**src/rtl/approx_prod_accum.sv**
```systemverilog
// rtl/approx_prod_accum.sv - saturating burst accumulator for approximate 4-bit products
module approx_prod_accum #(
  parameter int ACC_W = 12,
  parameter int LEN_W = 4
) (
  input  logic             clk,
  input  logic             rst,
  input  logic             in_valid,
  output logic             in_ready,
  input  logic [3:0]       in_p,
  input  logic             in_last,
  output logic             out_valid,
  input  logic             out_ready,
  output logic [ACC_W-1:0] out_sum,
  output logic [LEN_W-1:0] out_count,
  output logic             out_sat,
  output logic             out_trunc
);

  typedef enum logic {ST_ACC, ST_DONE} state_t;

  state_t           state_q, state_d;
  logic [ACC_W-1:0] acc_q, acc_d;
  logic [LEN_W-1:0] cnt_q, cnt_d;
  logic             sat_q, sat_d;
  logic             trunc_q, trunc_d;
  logic [ACC_W-1:0] out_sum_q, out_sum_d;
  logic [LEN_W-1:0] out_count_q, out_count_d;
  logic             out_sat_q, out_sat_d;
  logic             out_trunc_q, out_trunc_d;

  logic [ACC_W:0]   sum_ext;
  logic [ACC_W-1:0] acc_new;
  logic [LEN_W-1:0] cnt_inc;
  logic             term_max;

  always_comb begin
    state_d     = state_q;
    acc_d       = acc_q;
    cnt_d       = cnt_q;
    sat_d       = sat_q;
    trunc_d     = trunc_q;
    out_sum_d   = out_sum_q;
    out_count_d = out_count_q;
    out_sat_d   = out_sat_q;
    out_trunc_d = out_trunc_q;

    // acc never exceeds all-ones and in_p <= 15, so the carry bit alone flags overflow
    sum_ext  = {1'b0, acc_q} + {{(ACC_W-3){1'b0}}, in_p};
    acc_new  = sum_ext[ACC_W] ? {ACC_W{1'b1}} : sum_ext[ACC_W-1:0];
    cnt_inc  = cnt_q + {{(LEN_W-1){1'b0}}, 1'b1};
    term_max = (cnt_inc == {LEN_W{1'b1}});

    if (state_q == ST_ACC) begin
      if (in_valid) begin
        acc_d = acc_new;
        cnt_d = cnt_inc;
        sat_d = sat_q | sum_ext[ACC_W];
        if (in_last || term_max) begin
          trunc_d     = trunc_q | (term_max & ~in_last);
          state_d     = ST_DONE;
          out_sum_d   = acc_new;
          out_count_d = cnt_inc;
          out_sat_d   = sat_q | sum_ext[ACC_W];
          out_trunc_d = trunc_q | (term_max & ~in_last);
        end
      end
    end else begin
      if (out_ready) begin
        acc_d   = '0;
        cnt_d   = '0;
        sat_d   = 1'b0;
        trunc_d = 1'b0;
        state_d = ST_ACC;
      end
    end
  end

  always_ff @(posedge clk or posedge rst) begin
    if (rst) begin
      state_q     <= ST_ACC;
      acc_q       <= '0;
      cnt_q       <= '0;
      sat_q       <= 1'b0;
      trunc_q     <= 1'b0;
      out_sum_q   <= '0;
      out_count_q <= '0;
      out_sat_q   <= 1'b0;
      out_trunc_q <= 1'b0;
    end else begin
      state_q     <= state_d;
      acc_q       <= acc_d;
      cnt_q       <= cnt_d;
      sat_q       <= sat_d;
      trunc_q     <= trunc_d;
      out_sum_q   <= out_sum_d;
      out_count_q <= out_count_d;
      out_sat_q   <= out_sat_d;
      out_trunc_q <= out_trunc_d;
    end
  end

  // Handshake outputs decode only the state flop, so out_ready never reaches in_ready
  assign in_ready  = (state_q == ST_ACC);
  assign out_valid = (state_q == ST_DONE);
  assign out_sum   = out_sum_q;
  assign out_count = out_count_q;
  assign out_sat   = out_sat_q;
  assign out_trunc = out_trunc_q;

endmodule

```
**config.mk**
```make
export PLATFORM = sky130hd
export DESIGN_NAME = approx_prod_accum
export DESIGN_NICKNAME = d
export VERILOG_FILES = /design/src/rtl/approx_prod_accum.sv
export SDC_FILE = /design/constraint.sdc
export NUM_CORES = 1
export LEC_CHECK = 0
export BUFFER_PORTS_ARGS = -buffer_cell sky130_fd_sc_hd__buf_4
export CAP_MARGIN = 20
export CORE_MARGIN = 2
export CORE_UTILIZATION = 50
export DETAILED_ROUTE_END_ITERATION = 16
export GPL_TIMING_DRIVEN = 0
export HOLD_SLACK_MARGIN = 0.1
export PLACE_DENSITY = 0.75
export RECOVER_POWER = 100
export SYNTH_ARGS = -nofsm -noshare
export SYNTH_HDL_FRONTEND = slang
export SYNTH_SLANG_ARGS = --single-unit
```
**constraint.sdc**
```tcl
create_clock -name clk -period 3.9 [get_ports clk]
set_input_delay 0.195 -clock clk [delete_from_list [all_inputs] [get_ports clk]]
set_output_delay 0.195 -clock clk [all_outputs]
set_load 0.01 [all_outputs]
```
==> out/summary.txt <==
outcome - complete, no violations
Setup TNS - 0 ns
Post-Syn Instances - 195
Filler cells - 351
final std cells w/o fill - 282
largest net degree at the start of global routing - 38
Max VDD drop - 333 uV
synthesized-area fraction occupied by xor and xnor cells - 4.07%
largest family of logic cells by synthesized area - compound AO/OA/AOI/OAI gates
Initial Utilization - 52.5%
max-cap violations - 0
Final period util - 72.3%
RSZ-0062 raised after global routing - no
DP Cell Count - 271
GRT Overall Usage - 21.8%
vias - 1,575
Slew @ Worst Pin - 1.37 ns
arrival time worst endpoint - 3.04 ns
ANT nets after route - 0
Final Hold Vio Count - 0
Std-Cell Rows - 22
DR pass1 iterations - 4
Iteration-0 DRC Markers - 143
Synth Area in Compound Gates - 22.3%
CP Class - reg2reg
clock root cell - clkbuf_8
top_reg_cell synth - dfrtp_1
GRT overflow - 0
Worst Hold Class - in2reg
Mean Syn Cell Area - 9.94 sq um
Bufs on Longest Clock Path - 2
layout cell share with drive strength beyond 1 - 10.3%
CP max FO - 10
CTS tree - done
clk slew on worst S/H paths - 0.08 ns
antenna violations before repair - 0
Die X - 66.3 microns
Setup-failing EPs final - 0
Wirelength per Cell - 15.1 microns
first-pass GRT wire length - 7050 microns
nets@finish - 249
Ys Warns - 0
CP Launch Type - flop
# port buffers - 28
die area - 4390 sq um
depth of the CTS H-tree - 2
Synth Area in Adders - 4.91%
Post-Synth Simple-Gate Area - 16.1%
area of the mapped netlist - 1940 sq um
library cells used by synthesis - 45
number of enable flip-flop cells after synthesis - 0
min cycle time layout - 2.82 ns
sequential-to-total area share from yosys stat - 47.8%
worst path required time - 4.12 ns
post-DR vias/cell - 5.59
Max Clock Skew - 0.00805 ns
number of global-route vias before repair - 1,462
final WL - 4270 microns
clock sinks - 37
multiplexer share of the synthesized area - 0.775%
FMAX - 0.355 GHz
core area - 3690 sq um
IO Count - 29
GP Congestion - 0.802
Pins Over Slew Limit - 0
Pleak - 0.987 nW
Cell Pwr Density - 694 nW/um^2
FFs w/ async S/R, synth - 100%
Critical Path Sink Type - flop
Yosys reg bits - 37
area grow syn2layout - 15.6%
relative slew slack - 8.60%
post_cts resized - 0
# diodes - 0
clk_lat worst skew - 0.30 ns
Num CTS Buffers - 5
die height - 66.3 microns
DP HPWL - 2950 microns
syn nets - 211
drt drc - 0
-- through the flow --
step | worst slack [ns] | util, % | instance area (sq um) | total power [mW] | hold WS (ns)
after CTS | 1.57 | 64.0 | 2360 | 1.67 | 0.100
after global placement | 1.67 | 59.9 | 2210 | 1.25 | 0.413
after floorplan | 1.84 | - | 1940 | 1.03 | 0.291
after global routing | 0.903 | 60.7 | 2240 | 1.67 | 0.337
final | 1.08 | 60.7 | 2240 | 1.56 | 0.315
after detailed placement | 1.64 | 59.9 | 2210 | 1.27 | 0.384
-- layout make-up --
| class | instances | area, sq um | area share, % |
|---|---|---|---|
| Sequential cell | 37 | 926 | 41.3 |
| Multi-Input combinational cell | 144 | 890 | 39.7 |
| Timing Repair Buffer | 31 | 161 | 7.21 |
| Clock buffer | 5 | 68.8 | 3.07 |
| Clock inverter | 3 | 65.1 | 2.91 |
| Tap cell | 48 | 60.1 | 2.68 |
| Buffer | 9 | 50.0 | 2.23 |
| Inverter | 5 | 18.8 | 0.838 |
-- logic make-up after synthesis --
group           after synthesis
compound gates               65
simple gates                 62
flops                        37
buf+inv                      14
xor+xnor                      9
fa+ha+maj                     7
mux                           1
-- placed cells by master, fill, tap and decap left out, types with 2 or more instances in the layout --
cell type and count:
o31ai_1 2, o21ai_1 2, a21oi_1 12, or3_1 2, clkbuf_8 5, ha_1 6, buf_4 6, xor2_1 4
nand2_1 20, nor2_1 26, a31oi_1 9, and3_1 2, a21o_1 5, a211oi_1 3, clkbuf_1 27, o21ai_0 18
buf_6 2, a22o_1 4, bufinv_16 2, xnor2_1 5, dlygate4sd3_1 3, nand3_1 2, dfrtp_1 37, o211ai_1 4
inv_1 5
-- Yosys cell counts, drive strengths merged, types with 2 or more instances --
cell type	n	area (sq um)
a211oi	3	40.0
a21o	5	37.5
a21oi	12	60.1
a22o	4	35.0
a31oi	9	56.3
and3	3	20.0
buf	5	46.3
clkbuf	4	15.0
dfrtp	37	926
ha	6	75.1
inv	5	18.8
nand2	21	81.3
nand3	3	20.0
nand4	2	27.5
nor2	26	100
o211ai	4	35.0
o21ai	20	100
o31a	2	18.8
o31ai	2	15.0
or3	2	12.5
xnor2	5	43.8
xor2	4	35.0
-- registers in the layout (all words and copies together), names as in the netlist --
signal	cells
sat_q	1
trunc_q	1
out_valid	1
cnt_q	4
out_trunc	1
out_count	4
out_sum	12
out_sat	1
acc_q	12
-- repair_timing --
| action | 4_1_cts | 5_1_grt |
|---|---|---|
| setup endpoints to repair | 0 | 0 |
| hold buffers | 2 | 1 |
| endpoints found under the hold margin | 38 | 1 |
| buffers inserted | 0 | 0 |
-- critical path, stage by stage (launching register included) --
cell and delay (ns):
dfrtp_1 0.35, ha_1 0.18, fa_1 0.23, a211oi_1 0.13
nor3_1 1.02, and4_1 0.50, nor2_1 0.16, a31oi_1 0.17
-- routing by layer --
| metal | wire length (microns) | up-vias | global-route usage [%] | share of wire [%] |
|---|---|---|---|---|
| met5 | 0 | - | 0 | 0 |
| met4 | 61 | 0 | 7.14 | 1.4 |
| met3 | 258 | 7 | 5.62 | 6.0 |
| met2 | 2000 | 42 | 34.5 | 47 |
| met1 | 1950 | 758 | 29.0 | 46 |
| li1 | - | 768 | - | - |
-- worst paths after layout --
check / from / cells after the start / to / slack (ns)
max in group asynchronous: rst / 3 / acc_q[1]$_DFFE_PP0P_ / 2.24
min reg2reg: out_count[1]$_DFFE_PP0P_ / 1 / out_count[1]$_DFFE_PP0P_ / 0.48
min: in_p[0] / 4 / out_sum[0]$_DFFE_PP0P_ / 0.31
min in group asynchronous: rst / 3 / out_trunc$_DFFE_PP0P_ / 0.84
max: acc_q[0]$_DFFE_PP0P_ / 7 / out_sum[11]$_DFFE_PP0P_ / 1.08
max reg2reg: acc_q[0]$_DFFE_PP0P_ / 7 / out_sum[11]$_DFFE_PP0P_ / 1.08
-- power breakdown --
group | switching (mW) | internal [mW] | total (mW)
Clock | 0.139 | 0.254 | 0.393
Combinational | 0.314 | 0.219 | 0.534
Sequential | 0.103 | 0.526 | 0.629
Total | 0.556 | 0.999 | 1.56
Power figures use the tool's default switching activity.
